[config.mk]
export PLATFORM = sky130hd
export DESIGN_NAME = morse_rx_flat
export DESIGN_NICKNAME = d
export VERILOG_FILES = /design/src/rtl/morse_rx_if.sv /design/src/rtl/morse_rx.sv /design/src/flat_wrapper.sv
export SDC_FILE = /design/constraint.sdc
export NUM_CORES = 1
export LEC_CHECK = 0
export CAP_MARGIN = 20
export CORE_MARGIN = 1.5
export CORE_UTILIZATION = 57
export CTS_BUF_LIST = sky130_fd_sc_hd__clkbuf_8 sky130_fd_sc_hd__clkbuf_16
export DETAILED_ROUTE_END_ITERATION = 8
export MAX_ROUTING_LAYER = met4
export PLACE_DENSITY = 0.89
export SETUP_SLACK_MARGIN = 0.15
export SLEW_MARGIN = 25
export SYNTH_ARGS = -nofsm -noshare
export SYNTH_HDL_FRONTEND = slang
export SYNTH_SLANG_ARGS = --single-unit
[constraint.sdc]
create_clock -name clk -period 2.2 [get_ports clk]
set_input_delay 0.66 -clock clk [delete_from_list [all_inputs] [get_ports clk]]
set_output_delay 0.66 -clock clk [all_outputs]
set_load 0.02 [all_outputs]
[src/rtl/morse_rx_if.sv]
// Symbol-in / character-out bundle for the Morse receiver.
// The master side drives symbols and observes decoded characters.
// The slave side is the receiver itself.
interface morse_rx_if;
   logic       sym_valid;
   logic [1:0] ditDah_in;
   logic [7:0] char_out;
   logic       char_valid;
   logic       char_err;
   logic       busy;

   modport master (
      output sym_valid,
      output ditDah_in,
      input  char_out,
      input  char_valid,
      input  char_err,
      input  busy
   );

   modport slave (
      input  sym_valid,
      input  ditDah_in,
      output char_out,
      output char_valid,
      output char_err,
      output busy
   );
endinterface

[src/rtl/morse_rx.sv]
// Morse symbol receiver: collects dit/dah elements, decodes them to ASCII on
// a letter or word gap, and emits a single space after words.
// Element encoding inside the pattern register: dit = 0, dah = 1.
// The oldest element sits at bit (count-1), the newest at bit 0.
module morse_rx #(
   parameter int MAX_ELEM = 5
) (
   input  logic       clk,
   input  logic       rst_n,
   morse_rx_if.slave  bus
);

   // The table covers patterns up to five elements, so the pattern register
   // is never narrower than that even for a small MAX_ELEM.
   localparam int PAT_W = (MAX_ELEM > 5) ? MAX_ELEM : 5;
   localparam int CNT_W = $clog2(MAX_ELEM + 1);
   localparam logic [CNT_W-1:0] CNT_MAX = CNT_W'(MAX_ELEM);
   localparam logic [CNT_W-1:0] CNT_ONE = CNT_W'(1);

   localparam logic [1:0] SYM_LETTER_GAP = 2'b01;
   localparam logic [1:0] SYM_WORD_GAP   = 2'b10;
   localparam logic [7:0] ASCII_SPACE    = 8'h20;
   localparam logic [7:0] ASCII_QMARK    = 8'h3F;

   typedef enum logic [1:0] {
      ST_IDLE       = 2'b00,
      ST_COLLECT    = 2'b01,
      ST_EMIT_SPACE = 2'b10
   } state_t;

   state_t             r_state;
   logic [CNT_W-1:0]   r_cnt;
   logic [PAT_W-1:0]   r_pat;
   logic               r_ovf;
   logic               r_last_space;
   logic [7:0]         r_char_out;
   logic               r_char_valid;
   logic               r_char_err;
   logic               r_busy;

   logic               w_is_elem;
   logic               w_elem_bit;
   logic [8:0]         w_decoded;

   // Map a held pattern to {err, ascii}; anything not in the ITU table,
   // longer than five elements, empty, or overflowed becomes an error '?'.
   function automatic logic [8:0] decode_pattern(
      input logic [CNT_W-1:0] len,
      input logic [PAT_W-1:0] pat,
      input logic             ovf
   );
      logic [7:0] key;
      logic [8:0] res;
      res = {1'b1, ASCII_QMARK};
      key = {3'(len), pat[4:0]};
      if (ovf || (int'(len) > 5) || (int'(len) == 0)) begin
         res = {1'b1, ASCII_QMARK};
      end else begin
         case (key)
            8'b001_00000: res = {1'b0, 8'h45}; // E .
            8'b001_00001: res = {1'b0, 8'h54}; // T -
            8'b010_00001: res = {1'b0, 8'h41}; // A .-
            8'b010_00000: res = {1'b0, 8'h49}; // I ..
            8'b010_00011: res = {1'b0, 8'h4D}; // M --
            8'b010_00010: res = {1'b0, 8'h4E}; // N -.
            8'b011_00100: res = {1'b0, 8'h44}; // D -..
            8'b011_00110: res = {1'b0, 8'h47}; // G --.
            8'b011_00101: res = {1'b0, 8'h4B}; // K -.-
            8'b011_00111: res = {1'b0, 8'h4F}; // O ---
            8'b011_00010: res = {1'b0, 8'h52}; // R .-.
            8'b011_00000: res = {1'b0, 8'h53}; // S ...
            8'b011_00001: res = {1'b0, 8'h55}; // U ..-
            8'b011_00011: res = {1'b0, 8'h57}; // W .--
            8'b100_01000: res = {1'b0, 8'h42}; // B -...
            8'b100_01010: res = {1'b0, 8'h43}; // C -.-.
            8'b100_00010: res = {1'b0, 8'h46}; // F ..-.
            8'b100_00000: res = {1'b0, 8'h48}; // H ....
            8'b100_00111: res = {1'b0, 8'h4A}; // J .---
            8'b100_00100: res = {1'b0, 8'h4C}; // L .-..
            8'b100_00110: res = {1'b0, 8'h50}; // P .--.
            8'b100_01101: res = {1'b0, 8'h51}; // Q --.-
            8'b100_00001: res = {1'b0, 8'h56}; // V ...-
            8'b100_01001: res = {1'b0, 8'h58}; // X -..-
            8'b100_01011: res = {1'b0, 8'h59}; // Y -.--
            8'b100_01100: res = {1'b0, 8'h5A}; // Z --..
            8'b101_11111: res = {1'b0, 8'h30}; // 0 -----
            8'b101_01111: res = {1'b0, 8'h31}; // 1 .----
            8'b101_00111: res = {1'b0, 8'h32}; // 2 ..---
            8'b101_00011: res = {1'b0, 8'h33}; // 3 ...--
            8'b101_00001: res = {1'b0, 8'h34}; // 4 ....-
            8'b101_00000: res = {1'b0, 8'h35}; // 5 .....
            8'b101_10000: res = {1'b0, 8'h36}; // 6 -....
            8'b101_11000: res = {1'b0, 8'h37}; // 7 --...
            8'b101_11100: res = {1'b0, 8'h38}; // 8 ---..
            8'b101_11110: res = {1'b0, 8'h39}; // 9 ----.
            default:      res = {1'b1, ASCII_QMARK};
         endcase
      end
      return res;
   endfunction

   // 2'b00 and 2'b11 are the only element codes; dah is the set bit.
   assign w_is_elem  = (bus.ditDah_in[1] == bus.ditDah_in[0]);
   assign w_elem_bit = bus.ditDah_in[1];
   assign w_decoded  = decode_pattern(r_cnt, r_pat, r_ovf);

   assign bus.char_out   = r_char_out;
   assign bus.char_valid = r_char_valid;
   assign bus.char_err   = r_char_err;
   assign bus.busy       = r_busy;

   // Receiver FSM: element collection, decode on gaps, queued space emission.
   always_ff @(posedge clk or negedge rst_n) begin
      if (!rst_n) begin
         r_state      <= ST_IDLE;
         r_cnt        <= '0;
         r_pat        <= '0;
         r_ovf        <= 1'b0;
         r_last_space <= 1'b1;
         r_char_out   <= 8'h00;
         r_char_valid <= 1'b0;
         r_char_err   <= 1'b0;
         r_busy       <= 1'b0;
      end else begin
         r_char_valid <= 1'b0;
         case (r_state)
            ST_IDLE: begin
               if (bus.sym_valid) begin
                  if (w_is_elem) begin
                     r_pat   <= {{(PAT_W-1){1'b0}}, w_elem_bit};
                     r_cnt   <= CNT_ONE;
                     r_ovf   <= 1'b0;
                     r_state <= ST_COLLECT;
                     r_busy  <= 1'b1;
                  end else if (bus.ditDah_in == SYM_WORD_GAP) begin
                     // Suppress repeated spaces between words.
                     if (!r_last_space) begin
                        r_char_out   <= ASCII_SPACE;
                        r_char_err   <= 1'b0;
                        r_char_valid <= 1'b1;
                        r_last_space <= 1'b1;
                     end else begin
                        r_last_space <= r_last_space;
                     end
                  end else begin
                     r_state <= ST_IDLE;
                  end
               end else begin
                  r_state <= ST_IDLE;
               end
            end

            ST_COLLECT: begin
               if (bus.sym_valid) begin
                  if (w_is_elem) begin
                     if (r_cnt == CNT_MAX) begin
                        r_ovf <= 1'b1;
                     end else begin
                        r_pat <= {r_pat[PAT_W-2:0], w_elem_bit};
                        r_cnt <= r_cnt + CNT_ONE;
                     end
                  end else begin
                     // Either gap flushes the held letter.
                     r_char_out   <= w_decoded[7:0];
                     r_char_err   <= w_decoded[8];
                     r_char_valid <= 1'b1;
                     r_last_space <= 1'b0;
                     r_pat        <= '0;
                     r_cnt        <= '0;
                     r_ovf        <= 1'b0;
                     if (bus.ditDah_in == SYM_LETTER_GAP) begin
                        r_state <= ST_IDLE;
                        r_busy  <= 1'b0;
                     end else begin
                        r_state <= ST_EMIT_SPACE;
                        r_busy  <= 1'b1;
                     end
                  end
               end else begin
                  r_state <= ST_COLLECT;
               end
            end

            ST_EMIT_SPACE: begin
               // Input is ignored for this one cycle.
               r_char_out   <= ASCII_SPACE;
               r_char_err   <= 1'b0;
               r_char_valid <= 1'b1;
               r_last_space <= 1'b1;
               r_state      <= ST_IDLE;
               r_busy       <= 1'b0;
            end

            default: begin
               r_state <= ST_IDLE;
               r_cnt   <= '0;
               r_pat   <= '0;
               r_ovf   <= 1'b0;
               r_busy  <= 1'b0;
            end
         endcase
      end
   end

endmodule

[src/flat_wrapper.sv]
// flat-port wrapper written by rule: the top's interface ports become plain ports
module morse_rx_flat 
#(
   parameter int MAX_ELEM = 5
)
  (clk, rst_n, bus_sym_valid, bus_ditDah_in, bus_char_out, bus_char_valid, bus_char_err, bus_busy);
  morse_rx_if bus_i ();
  input  logic clk;
  input  logic rst_n;
  input wire logic [$bits(bus_i.sym_valid)-1:0] bus_sym_valid;
  input wire logic [$bits(bus_i.ditDah_in)-1:0] bus_ditDah_in;
  output wire logic [$bits(bus_i.char_out)-1:0] bus_char_out;
  output wire logic [$bits(bus_i.char_valid)-1:0] bus_char_valid;
  output wire logic [$bits(bus_i.char_err)-1:0] bus_char_err;
  output wire logic [$bits(bus_i.busy)-1:0] bus_busy;
  assign bus_i.sym_valid = bus_sym_valid;
  assign bus_i.ditDah_in = bus_ditDah_in;
  assign bus_char_out = bus_i.char_out;
  assign bus_char_valid = bus_i.char_valid;
  assign bus_char_err = bus_i.char_err;
  assign bus_busy = bus_i.busy;
  morse_rx #(.MAX_ELEM(MAX_ELEM)) u_core (.clk(clk), .rst_n(rst_n), .bus(bus_i));
endmodule
==> run metrics, run 1 <==
outcome=completed; Cell Area, Placed=around 2100 µm²; grt ovf=0; area of the die=about 3400 µm²; Syn Nets=between 200 and 250; 1st-iter DRT viols=198; average cell area after synthesis=between 8 and 9 µm²; drc violations=0; Seq/Total Area, Yosys=0.314; TritonCTS Sinks=22; average wire per standard cell=17.7 µm; Cell Count, Final, Fillers Out=280; Hold Buf Count CTS=0; Tcrit/Tclk final=0.910; Crit Path Category=register to register; DP Cell Count=between 200 and 300; CTS max path bufs=2; Avg Vias per Cell=approximately 6.6; CP delay by family, top=compound AO/OA/AOI/OAI gates; top_reg_cell synth=dfrtp_1; EDFF count, synth=0; WL final=4.96 mm; Syn Inst Count=219; via count=between 1,500 and 2,000; met1 WL=2.14 mm; fin. max-slew vios=0; DR pass1 iterations=7; Startpoint Class=register; Layout Utilization=0.769; slew margin rel.=0.622; max incr delay on CP=slightly above 0.4 ns; hold path start=u_core.r_last_space; gr usage total=0.309; FMAX=500 MHz; cell taking the most area after synthesis=dfrtp_1; site row count=19; Setup Skew=0.00251 ns; crit path buf inv count=1; met3 WL=between 200 and 300 µm; synth-to-layout area growth=24.8%; hpwl dp=between 3 and 4 mm; final worst slack=0.198 ns; CP Cell Sequence=buf_4 -> nor4b_1 -> a31oi_1 -> a21boi_2 -> nor3_2 -> a21oi_2 -> a32o_1; CTS clk-pin slew, worst paths=around 0.080 ns; Die W=approximately 59 µm; RSZ-0062 raised after global routing=yes; initial antenna violation count=0; reg-to-reg startpoint=u_core.r_cnt[0]; slowest stage cell, crit path=dfrtp_1; CP max FO=7; largest cells by area after synthesis=dfrtp_1 30%, a21oi_1 6.3%, o21ai_0 4.6%; area occupied by multi-input gates=1140 µm²; Top Layer Used=met4; Num CTS Buffers=3; CP arrival=around 2.2 ns; critical path required time=around 2.4 ns; Die Y=about 59 µm; Post-Place Worst Slack=-0.294 ns; gp weighted congestion=0.979; I/O Pins=16; Final Cell Area=approximately 2200 µm²; vias in the first global route=1,690; storage element area=~560 µm²; worst-skew pair later-pin latency=around 0.26 ns; starting density of the core=0.617; Hold Path Class=register to register; core area=between 2000 and 3000 µm²; pin count of the biggest net entering global routing=23; Max H-tree Level=1; first-pass GRT wire length=a little under 8 mm; FFs w/ async S/R, synth=1.00; Setup crit start=u_core.r_cnt[0]; layout cell share with drive strength beyond 1=0.245; CTS root buf=clkbuf_8; synth unique cells=between 50 and 60; CTS tree=done; met2 WL=2.46 mm; Final ANT Viol Nets=0; final hold vios=0; Pwr Density=between 900 and 1000 nW/µm²; Synth top area share=0.299; Fillers=about 200; Mapped Area=between 1500 and 2000 µm²; synth cell count leaders=22 x a21oi_1, 21 x dfrtp_1, 20 x nand2_1; I/O Buffers=14; Leak=0.913 nW; NumNets Final=roughly 260; Antenna diodes=0; count leader, synth=a21oi_1; Tmin final=between 2 and 2.5 ns; Worst Setup End Kind=register; Final setup violation count=0; peak supply drop=about 0.57 mV; Slew @ Worst Pin=about 0.57 ns; Synthesis Warnings=0; max-cap violations=0; #FFs+latches synth=22
## layout make-up
type,instances,share of cell area
sequential,22,0.255
tap,31,0.0177
clock inverter,1,0.00171
multi-input combinational,167,0.519
timing repair buffer,45,0.169
clock buffer,3,0.0188
inverter,11,0.0188
## repair_timing
item	4_1_cts	5_1_grt
setup buffers	0	1
hold endpoints to repair	0	0
cloned	1	0
resized for setup	7	8
pin swaps	1	4
setup endpoints to repair	15	6
## state kept, by name, indices dropped and copies added, names as in the netlist
register / cells
u_core.bus.char_out: 7
u_core.r_pat: 5
u_core.r_cnt: 3
u_core.r_state: 2
u_core.bus.busy: 1
u_core.bus.char_err: 1
u_core.bus.char_valid: 1
u_core.r_last_space: 1
u_core.r_ovf: 1
## tightest hold or removal path, cell delays in order, from the launching register on
cell	delay (ns)
dfstp_2	0.38
o21ai_0	0.06
a21oi_1	0.07
## power by group
group	switching (mW)	internal (mW)
sequential	0.137	0.517
clock	0.125	0.124
combinational	0.600	0.523
## through the flow
step           TNS, ns  hold WS [ns]  total power, mW
2_1_floorplan        0         0.364             1.32
3_3_place_gp     -2.68         0.475             1.67
3_5_place_dp     -3.52         0.495             1.71
4_1_cts              0         0.507             1.98
5_1_grt              0         0.540             2.14
6_report             0         0.506             2.03
## path summary, 6_finish.rpt
kind,endpoint,slack (ns),cells past startpoint
worst max-delay path,u_core.bus.char_out[6],0.20,7
worst min register to register,u_core.r_last_space,0.51,2
max in group asynchronous,u_core.r_last_space,1.17,2
worst min-delay path,u_core.r_last_space,0.51,2
worst max register to register,u_core.bus.char_out[6],0.20,7
min in group asynchronous,u_core.bus.busy,0.74,2
## cells by family after synthesis
group	Yosys count	synth area share
adder cells (fa/ha/maj)	6	0.0427
XOR/XNOR	2	0.00996
multiplexers	2	0.0121
AND/OR/NAND/NOR	75	0.240
other	1	0.00213
flip-flops	22	0.314
AO/OA/AOI/OAI	80	0.299
buffers and inverters	31	0.0797
## cell usage in the layout, fill, tap and decap left out, types with 5 or more instances in the layout
cell / count
clkdlybuf4s50_1: 12
nand2_1: 20
nand3_1: 7
dfrtp_1: 15
a22o_1: 6
nor3_1: 6
buf_4: 31
a21oi_1: 21
o21ai_0: 15
nor2_1: 12
nor2b_1: 6
ha_1: 5
inv_1: 11
dfrtp_2: 6
## routing by layer
layer | up-vias | global-route usage
met1 | 889 | 0.404
met5 | - | -
met3 | 13 | 0.0484
met2 | 91 | 0.498
li1 | 857 | -
met4 | 0 | 0.0864
(Power assumes the default switching activity.)
==> run 2, diff against run 1 <==
Settings changed: CORE_UTILIZATION 57 to 40, PLACE_DENSITY 0.89 to 0.69.
==> run metrics, run 2 (synthesis gave the netlist of run 1 again) <==
max FFs per register=7 (unchanged); slew margin rel.=0.611 (was 0.622); DP Cell Count=295 (was 274); Hold Path End=u_core.bus.char_err (was u_core.r_last_space); final hold vios=0 (unchanged); I/O Buffers=14 (unchanged); met1 WL=2.34 mm (was 2.14 mm); Avg Vias per Cell=5.75 (was 6.61); Setup Skew=0.00607 ns (was 0.00251 ns); most frequent cells in the layout=36 x buf_4, 21 x a21oi_1, 20 x nand2_1, 17 x dfrtp_1, 14 x o21ai_0 (was 31 x buf_4, 21 x a21oi_1, 20 x nand2_1, 15 x o21ai_0, 15 x dfrtp_1); CTS tree=done (unchanged); max-cap violations=0 (unchanged); Net Sw Frac=0.398 (was 0.426); sequential share of power=0.301 (was 0.323); Top Layer Used=met4 (unchanged); fin. max-slew vios=0 (unchanged); reg-to-reg startpoint=u_core.r_cnt[2] (was u_core.r_cnt[0]); layout cell share with drive strength beyond 1=0.256 (was 0.245); site row count=23 (was 19); Worst Setup End Kind=register (unchanged); Internal=1.31 mW (was 1.16 mW); Layout Utilization=0.559 (was 0.769); peak supply drop=0.425 mV (was 0.569 mV); total power=2.18 mW (was 2.03 mW); Leak=0.954 nW (was 0.913 nW); Slew @ Worst Pin=0.583 ns (was 0.567 ns); grt ovf=0 (unchanged); Hold Path Class=register to register (unchanged); 1st-iter DRT viols=222 (was 198); CTS clk-pin slew, worst paths=0.09 ns (was 0.08 ns); Final ANT Viol Nets=0 (unchanged); worst r2r path cells=6 (was 7); area occupied by multi-input gates=1160 µm² (was 1140 µm²); Startpoint Class=register (unchanged); Die W=69.3 µm (was 58.6 µm); drc violations=0 (unchanged); Hold Buf Count CTS=0 (unchanged); gr usage total=0.208 (was 0.309); via count=1,748 (was 1,850); CP max FO=4 (was 7); NumNets Final=266 (was 261); TritonCTS Sinks=22 (unchanged); Fillers=377 (was 199); pin count of the biggest net entering global routing=23 (unchanged); I/O Pins=16 (unchanged); starting density of the core=0.427 (was 0.617); Cell Area, Placed=2140 µm² (was 2100 µm²); Cell Count, Final, Fillers Out=304 (was 280); final worst slack=0.217 ns (was 0.198 ns); storage element area=557 µm² (was 559 µm²); met3 WL=174 µm (was 277 µm); worst-skew pair later-pin latency=0.27 ns (was 0.26 ns); CTS max path bufs=2 (unchanged); DR pass1 iterations=4 (was 7); vias in the first global route=1,692 (was 1,690); Hold Path Stages=2 (unchanged); r2r endpoint=u_core.bus.char_out[1] (was u_core.bus.char_out[6]); hpwl dp=3.28 mm (was 3.45 mm); RSZ-0062 raised after global routing=no (was yes); Num CTS Buffers=3 (unchanged); Comb pwr share=0.524 (was 0.554); CTS root buf=clkbuf_8 (unchanged); outcome=completed (unchanged); Max H-tree Level=1 (unchanged); first-pass GRT wire length=8.02 mm (was 7.91 mm); clock power share=0.175 (was 0.123); met2 WL=2.15 mm (was 2.46 mm); CP arrival=2.14 ns (was 2.15 ns); Tcrit/Tclk final=0.901 (was 0.910); core area=4120 µm² (was 2850 µm²); Pwr Density=947 nW/µm² (was 924 nW/µm²); Final Cell Area=2300 µm² (was 2190 µm²); sw power=0.867 mW (was 0.863 mW); synth-to-layout area growth=30.7% (was 24.8%); Antenna diodes=0 (unchanged); internal reg-to-reg setup slack=0.22 ns (was 0.20 ns); WL final=4.71 mm (was 4.96 mm); area of the die=4800 µm² (was 3430 µm²); FMAX=504 MHz (was 500 MHz); hold path start=u_core.bus.char_err (was u_core.r_last_space); critical path required time=2.35 ns (about the same); Final setup violation count=0 (unchanged); initial antenna violation count=0 (unchanged); commonest non-fill, non-tap cell in the layout=buf_4 (unchanged); Tmin final=1.98 ns (was 2.00 ns); Post-Place Worst Slack=-0.275 ns (was -0.294 ns); Crit Path Category=register to register (unchanged); Die Y=69.3 µm (was 58.6 µm); average wire per standard cell=15.5 µm (was 17.7 µm); gp weighted congestion=0.909 (was 0.979)
==> run 2: layout make-up <==
class / count / share of cell area
Timing Repair Buffer: 50 / 0.177
Sequential cell: 22 / 0.242
Tap cell: 50 / 0.0272
Inverter: 11 / 0.0180
Clock inverter: 1 / 0.0131
Clock buffer: 3 / 0.0180
Multi-Input combinational cell: 167 / 0.504
==> run 2: worst max-delay path: stages (launching register included) <==
cell      delay (ns)
dfrtp_1         0.43
nor4b_4         0.42
a21oi_1         0.17
a311oi_4        0.29
nor3_4          0.09
a211o_1         0.27
a22o_1          0.20
==> run 2: per-stage QoR <==
stage          TNS (ns)  hold WS, ns
3_5_place_dp      -2.83        0.481
5_1_grt               0        0.516
6_report              0        0.498
3_3_place_gp      -2.59        0.471
4_1_cts               0        0.501
2_1_floorplan         0        0.364
==> run 2: worst max-delay path by stage <==
stage,depth (start not counted),from,endpoint,slack [ns]
finish,6,u_core.r_cnt[2],u_core.bus.char_out[1],0.22
detailed placement,7,bus_ditDah_in[0],u_core.r_pat[0],-0.27
floorplan,8,bus_ditDah_in[0],u_core.r_pat[2],0.17
global route,6,u_core.r_cnt[2],u_core.bus.char_out[0],0.12
CTS,6,u_core.r_pat[2],u_core.bus.char_out[1],0.15
global placement,7,bus_ditDah_in[0],u_core.r_pat[4],-0.23
==> run 2: what timing repair did <==
item,4_1_cts,5_1_grt
resized for setup,6,10
setup buffers,0,4
pin swaps,1,3
setup endpoints to repair,12,8
gates cloned,1,0
==> run 2: power groups by stage <==
stage	Clock, mW	Sequential, mW	Combinational [mW]
detailed placement	0	0.652	1.07
finish	0.380	0.656	1.14
floorplan	0	0.692	0.625
global route	0.402	0.676	1.25
CTS	0.390	0.648	1.10
global placement	0	0.648	1.07
==> run 2: routing by layer <==
metal  GRT usage  up-vias
li1            -      867
met1       0.287      836
met2       0.314       35
met3      0.0363       10
met4      0.0588        0
met5           -        -
==> run 3, diff against run 2 <==
Settings changed: DONT_BUFFER_PORTS set to 1, GPL_TIMING_DRIVEN set to 0, PLACE_DENSITY 0.69 to 0.64.
==> run metrics, run 3 (synthesis gave the netlist of run 1 again) <==
FMAX=488 MHz (was 504 MHz); Final Cell Area=2090 µm² (was 2300 µm²); CTS tree=done (unchanged); most frequent cells in the layout=21 x a21oi_1, 20 x nand2_1, 19 x dfrtp_1, 15 x buf_4, 15 x o21ai_0 (was 36 x buf_4, 21 x a21oi_1, 20 x nand2_1, 17 x dfrtp_1, 14 x o21ai_0); CTS root buf=clkbuf_8 (unchanged); total power=1.99 mW (was 2.18 mW); CTS clk-pin slew, worst paths=0.09 ns (about the same); via count=1,697 (was 1,748); max FFs per register=7 (unchanged); TritonCTS Sinks=22 (unchanged); WL final=4.73 mm (was 4.71 mm); CP Cell Sequence=buf_6 -> nor4b_4 -> buf_4 -> nand2_4 -> a311oi_2 -> nor3_2 -> a211o_1 -> a22o_1 (was nor4b_4 -> a21oi_1 -> a311oi_4 -> nor3_4 -> a211o_1 -> a22o_1); Post-Place Worst Slack=0.0702 ns (was -0.275 ns); NumNets Final=248 (was 266); worst-skew pair later-pin latency=0.27 ns (about the same); max-cap violations=0 (unchanged); Num CTS Buffers=3 (unchanged); gp weighted congestion=0.959 (was 0.909); I/O Pins=16 (unchanged); commonest non-fill, non-tap cell in the layout=a21oi_1 (was buf_4); Avg Vias per Cell=5.93 (was 5.75); CTS max path bufs=2 (unchanged); 1st-iter DRT viols=189 (was 222); initial antenna violation count=0 (unchanged); Hold Buf Count CTS=0 (unchanged); area of the die=4800 µm² (unchanged); Crit Path Category=register to register (unchanged); worst hold margin=0.0753 ns (was 0.498 ns); Tmin final=2.05 ns (was 1.98 ns); pin count of the biggest net entering global routing=23 (unchanged); synth-to-layout area growth=19.0% (was 30.7%); post-route setup TNS=0 ns (unchanged); Tcrit/Tclk final=0.931 (was 0.901); first-pass GRT wire length=7.74 mm (was 8.02 mm); Final ANT Viol Nets=0 (unchanged); Die W=69.3 µm (unchanged); Antenna diodes=0 (unchanged); outcome=completed (unchanged); drc violations=0 (unchanged); CP delay by family, top=compound AO/OA/AOI/OAI gates (unchanged); critical path required time=2.36 ns (was 2.35 ns); Setup Skew=0.00464 ns (was 0.00607 ns); vias in the first global route=1,506 (was 1,692); grt ovf=0 (unchanged); Max H-tree Level=1 (unchanged); max incr delay on CP=0.38 ns (was 0.43 ns); site row count=23 (unchanged); CP arrival=2.21 ns (was 2.14 ns); Setup crit start=u_core.r_pat[3] (was u_core.r_cnt[2]); CP max FO=7 (was 4); slowest stage cell, crit path=dfrtp_1 (unchanged); core area=4120 µm² (unchanged); RSZ-0062 raised after global routing=yes (was no); Startpoint Class=register (unchanged); Hold Path Class=input pin to asynchronous set/reset pin (was register to register); average wire per standard cell=16.5 µm (was 15.5 µm); Die Y=69.3 µm (unchanged); peak supply drop=0.466 mV (was 0.425 mV); final worst slack=0.153 ns (was 0.217 ns); Final setup violation count=0 (unchanged); Cell Area, Placed=1890 µm² (was 2140 µm²); DR pass1 iterations=4 (unchanged); hpwl dp=3.24 mm (was 3.28 mm); Worst Setup End Kind=register (unchanged); I/O Buffers=0 (was 14); Pwr Density=951 nW/µm² (was 947 nW/µm²); layout cell share with drive strength beyond 1=0.220 (was 0.256); final hold vios=0 (unchanged); crit path buf inv count=2 (was 0); gr usage total=0.201 (was 0.208); fin. max-slew vios=0 (unchanged); reg-to-reg startpoint=u_core.r_pat[3] (was u_core.r_cnt[2]); Leak=0.873 nW (was 0.954 nW); starting density of the core=0.427 (unchanged)
## run 3: cell count changes in the layout (fill, tap and decap cells not counted), sizes merged
cell	before	now
dlygate4sd2	2	0
clkdlybuf4s50	12	0
mux2	2	1
clkbuf	3	13
buf	36	23
## run 3: per-stage QoR
| stage | std cells | util |
|---|---|---|
| after floorplan | 219 | - |
| after global placement | 269 | 0.459 |
| after detailed placement | 269 | 0.459 |
| after CTS | 276 | 0.483 |
| after global routing | 286 | 0.509 |
| final | 286 | 0.509 |
## run 3: path summary, 6_finish.rpt
kind | endpoint | slack [ns] | cells past startpoint
setup / recovery | u_core.bus.char_out[1] | 0.15 | 8
hold / removal | u_core.r_pat[1] | 0.08 | 0
setup reg to reg | u_core.bus.char_out[1] | 0.15 | 8
hold reg to reg | u_core.r_last_space | 0.52 | 2
max in group asynchronous | u_core.r_last_space | 1.95 | 0
min in group clk | u_core.r_last_space | 0.52 | 2
## run 3: metal layers
layer / global-route usage / wire (µm) / vias up
li1: - / - / 826
met4: 0.0305 / 55 / 0
met2: 0.317 / 2260 / 57
met5: - / 0 / -
met3: 0.0392 / 255 / 7
met1: 0.275 / 2160 / 807
## run 3: timing repair
item / 4_1_cts / 5_1_grt
pin swaps: 2 / 7
setup buffers: 3 / 10
endpoints found under the setup margin: 6 / 8
resized for setup: 3 / 14
## run 3: power by group
part / total, mW / switching (mW) / leakage (nW) / internal, mW
logic: 0.890 / 0.488 / 0.560 / 0.402
registers: 0.713 / 0.198 / 0.278 / 0.515
clock network: 0.387 / 0.144 / 0.0357 / 0.243
## run 3: cell type report
class,instances,area [µm²]
Buffer,20,136
Clock buffer,3,41.3
Clock inverter,1,30.0
Fill cell,389,2020
Inverter,11,41.3
Multi-Input combinational cell,166,1130
Sequential cell,22,554
Tap cell,50,62.6
Timing Repair Buffer,13,97.6
## run 3: worst reg2reg max path, cell delays in order (launching register included)
cell,delay [ns]
dfrtp_1,0.38
buf_6,0.14
nor4b_4,0.29
buf_4,0.17
nand2_4,0.06
a311oi_2,0.30
nor3_2,0.11
a211o_1,0.31
a22o_1,0.19
==> RTL change: new RTL, settings of run 3 <==
The 3 states of `state_t` get a one-hot encoding in 3 bits.
--- a/src/rtl/morse_rx.sv
+++ b/src/rtl/morse_rx.sv
@@ -22,10 +22,10 @@
    localparam logic [7:0] ASCII_SPACE    = 8'h20;
    localparam logic [7:0] ASCII_QMARK    = 8'h3F;
 
-   typedef enum logic [1:0] {
-      ST_IDLE       = 2'b00,
-      ST_COLLECT    = 2'b01,
-      ST_EMIT_SPACE = 2'b10
+   typedef enum logic [2:0] {
+      ST_IDLE       = 3'b001,
+      ST_COLLECT    = 3'b010,
+      ST_EMIT_SPACE = 3'b100
    } state_t;
 
    state_t             r_state;
Function: no difference found for any inputs over 4 cycles, from zero or initial values and one cycle with rst_n low; so few cycles prove little.
==> RTL change against run 3 <==
- combinational power shrank 30%
- count of clock-buffer cells in the layout is the same
- area after synthesis grew 5.3%
- cell area grew 0.30%
- die area grew 5.1%
- clock skew grew 0.00086 ns
- core utilization shrank 3.3 points
- worst hold slack lost 0.00085 ns
- worst setup slack gained 0.046 ns
- power shrank 23%
- final cell count shrank 1.0%
- sequential cell count grew 1
- routed wire length grew 3.0%
- largest cell class unchanged
- largest power group is now sequential cells
==> RTL change: results (changes against run 3) <==
Synth
  • Top cells by count, synth: 21 x dfrtp_1, 17 x a21oi_1, 17 x nand2_1
  • Post-synth cell types: 59 (+1.7%)
  • XOR/XNOR share of the synthesized area: 1.42% (+0.42 points)
  • Mux share of post-synthesis cell area: 1.62% (+0.41 points)
  • Synth area leaders: dfrtp_1 28%, a21oi_1 4.6%, ha_1 4.1%
  • Synth warnings: 0 (unchanged)
  • Flops & latches, synth: 23 (+4.5%)
  • Syn_area_per_cell: 8.35 um2 (+3.9%)
  • Compound-cell area share of the yosys netlist: 27.9% (-2.1 points)
  • Sequential cell area fraction in the yosys report: 31.2% (-0.17 points)
  • Post-synth ARST share: 100% (unchanged)
  • Adder-Cell Fraction of Synth Area: 4.05% (-0.22 points)
  • Syn_nets: 233 (+1.3%)

Detailed routing
  • Routed WL: 4870 um (+3.0%)
  • TritonRoute pass-1 iters: 4 (unchanged)
  • DR vias: 1742 (+2.7%)
  • DR iter-0 viols: 156 (-17%)

Cells and area
  • Non-Filler Instances: 283 (-1.0%)
  • Fraction of final layout cells sized beyond drive strength 1: 19.9% (-2.1 points)
  • Antenna Cells: 0 (unchanged)
  • Number of flip-flops in the largest register: 7 (unchanged)
  • Fillers: 422 (+8.5%)
  • Final net count: 243 (-2.0%)

STA
  • Fin Clk Skew: 0.00549 ns (+0.000857 ns)
  • Hold slack final: 0.0744 ns (-0.000853 ns)

Setup path
  • CP startpoint kind: register
  • Worst-case reg-to-reg path depth: 7 (-1)
  • Critical R2R Launch: u_core.r_pat[4]
  • Crit path max fanout: 10 (+3)
  • RR Endpoint: u_core.bus.char_out[0]
  • R2R setup slack: 0.20 ns (+0.05 ns)

Clock tree
  • Clock H-tree levels: 1 (unchanged)
  • Root Driver: clkbuf_8
  • CTS buffer count: 3 (unchanged)
  • Worst-case clock buffer depth: 2 (unchanged)

Power and ir drop
  • Switch share: 41.5% (-0.23 points)
  • Static Leak: 0.874 nW (+0.12%)
  • Worst VDD drop: 0.376 mV (-19%)

Global routing
  • Vias in the first global route: 1582 (+5.0%)
  • Largest net degree at the start of global routing: 24 (+4.3%)
  • GRT Total Usage: 20.8% (+0.73 points)
  • First-pass GRT wire length: 8010 um (+3.5%)

Min path
  • Hold Crit Class: input port to async pin

Place
  • Placed cells: 274 (+1.9%)
  • RD Place Congestion: 0.892 (-7.0%)
  • Hpwl dp: 3460 um (+6.6%)

Run status
  • Status: finished clean
[RTL change: cell types whose count changed after synthesis, moves of 3 or more]
cell / run 3 / this run
nand4_1: 1 / 4
nand3_1: 7 / 4
a21oi_1: 22 / 17
o21ai_0: 16 / 10
clkbuf_1: 10 / 6
nand2b_1: 4 / 9
buf_2: 4 / 9
a31oi_1: 4 / 7
o211ai_1: 1 / 4
nand2_1: 20 / 17
[RTL change: worst max-delay path by stage]
stage,slack [ns],to
after floorplan,0.18,u_core.r_cnt[0]
after global placement,-0.25,u_core.bus.char_out[0]
after detailed placement,-0.27,u_core.bus.char_out[0]
after CTS,0.11,u_core.bus.char_out[0]
after global routing,0.09,u_core.bus.char_out[0]
final,0.20,u_core.bus.char_out[0]
[RTL change: area by class of cell]
type                       count  area share, %
clock buffer                   3           1.97
sequential                    23           27.7
inverter                       9           1.61
clock inverter                 1          0.179
timing repair buffer           5           1.79
buffer                        20           5.90
tap                           52           3.10
multi-input combinational    170           57.8
[RTL change: cell families after synthesis]
kind of cell    Yosys count
xor+xnor                  3
flops                    23
simple gates             83
compound gates           74
fa+ha+maj                 6
mux                       3
other cells               1
buf+inv                  29
[RTL change: timing repair]
action                     4_1_cts  5_1_grt
pin swaps                        1        1
buffers inserted                 2        3
setup endpoints to repair        8       15
gates resized for setup          8       23
[RTL change: critical path, delay by kind of cell (launching register included)]
kind	cells	cell delay (ns)
compound gates	3	0.63
simple gates	3	0.72
flops	1	0.38
buf+inv	1	0.15
[RTL change: through the flow]
stage	util, %	setup slack (ns)	area [um2]	power [mW]
final	47.6	0.199	2100	1.54
after global routing	47.6	0.0870	2100	1.64
after CTS	45.2	0.108	2000	1.49
after detailed placement	43.5	-0.271	1920	1.20
after global placement	43.5	-0.255	1920	1.20
after floorplan	-	0.177	1850	1.08
[RTL change: power groups by stage]
stage	clock (mW)	combinational [mW]	sequential (mW)
after CTS	0.271	0.566	0.656
after global placement	0	0.532	0.670
after detailed placement	0	0.533	0.671
final	0.264	0.620	0.656
after floorplan	0	0.421	0.655
after global routing	0.292	0.683	0.667
[RTL change: layer usage]
metal | vias to the layer above | global-route usage [%] | share of wire [%]
li1 | 850 | - | -
met1 | 833 | 29.2 | 47
met2 | 53 | 31.6 | 47
met3 | 6 | 2.56 | 4.4
met4 | 0 | 6.29 | 1.5
met5 | - | - | 0
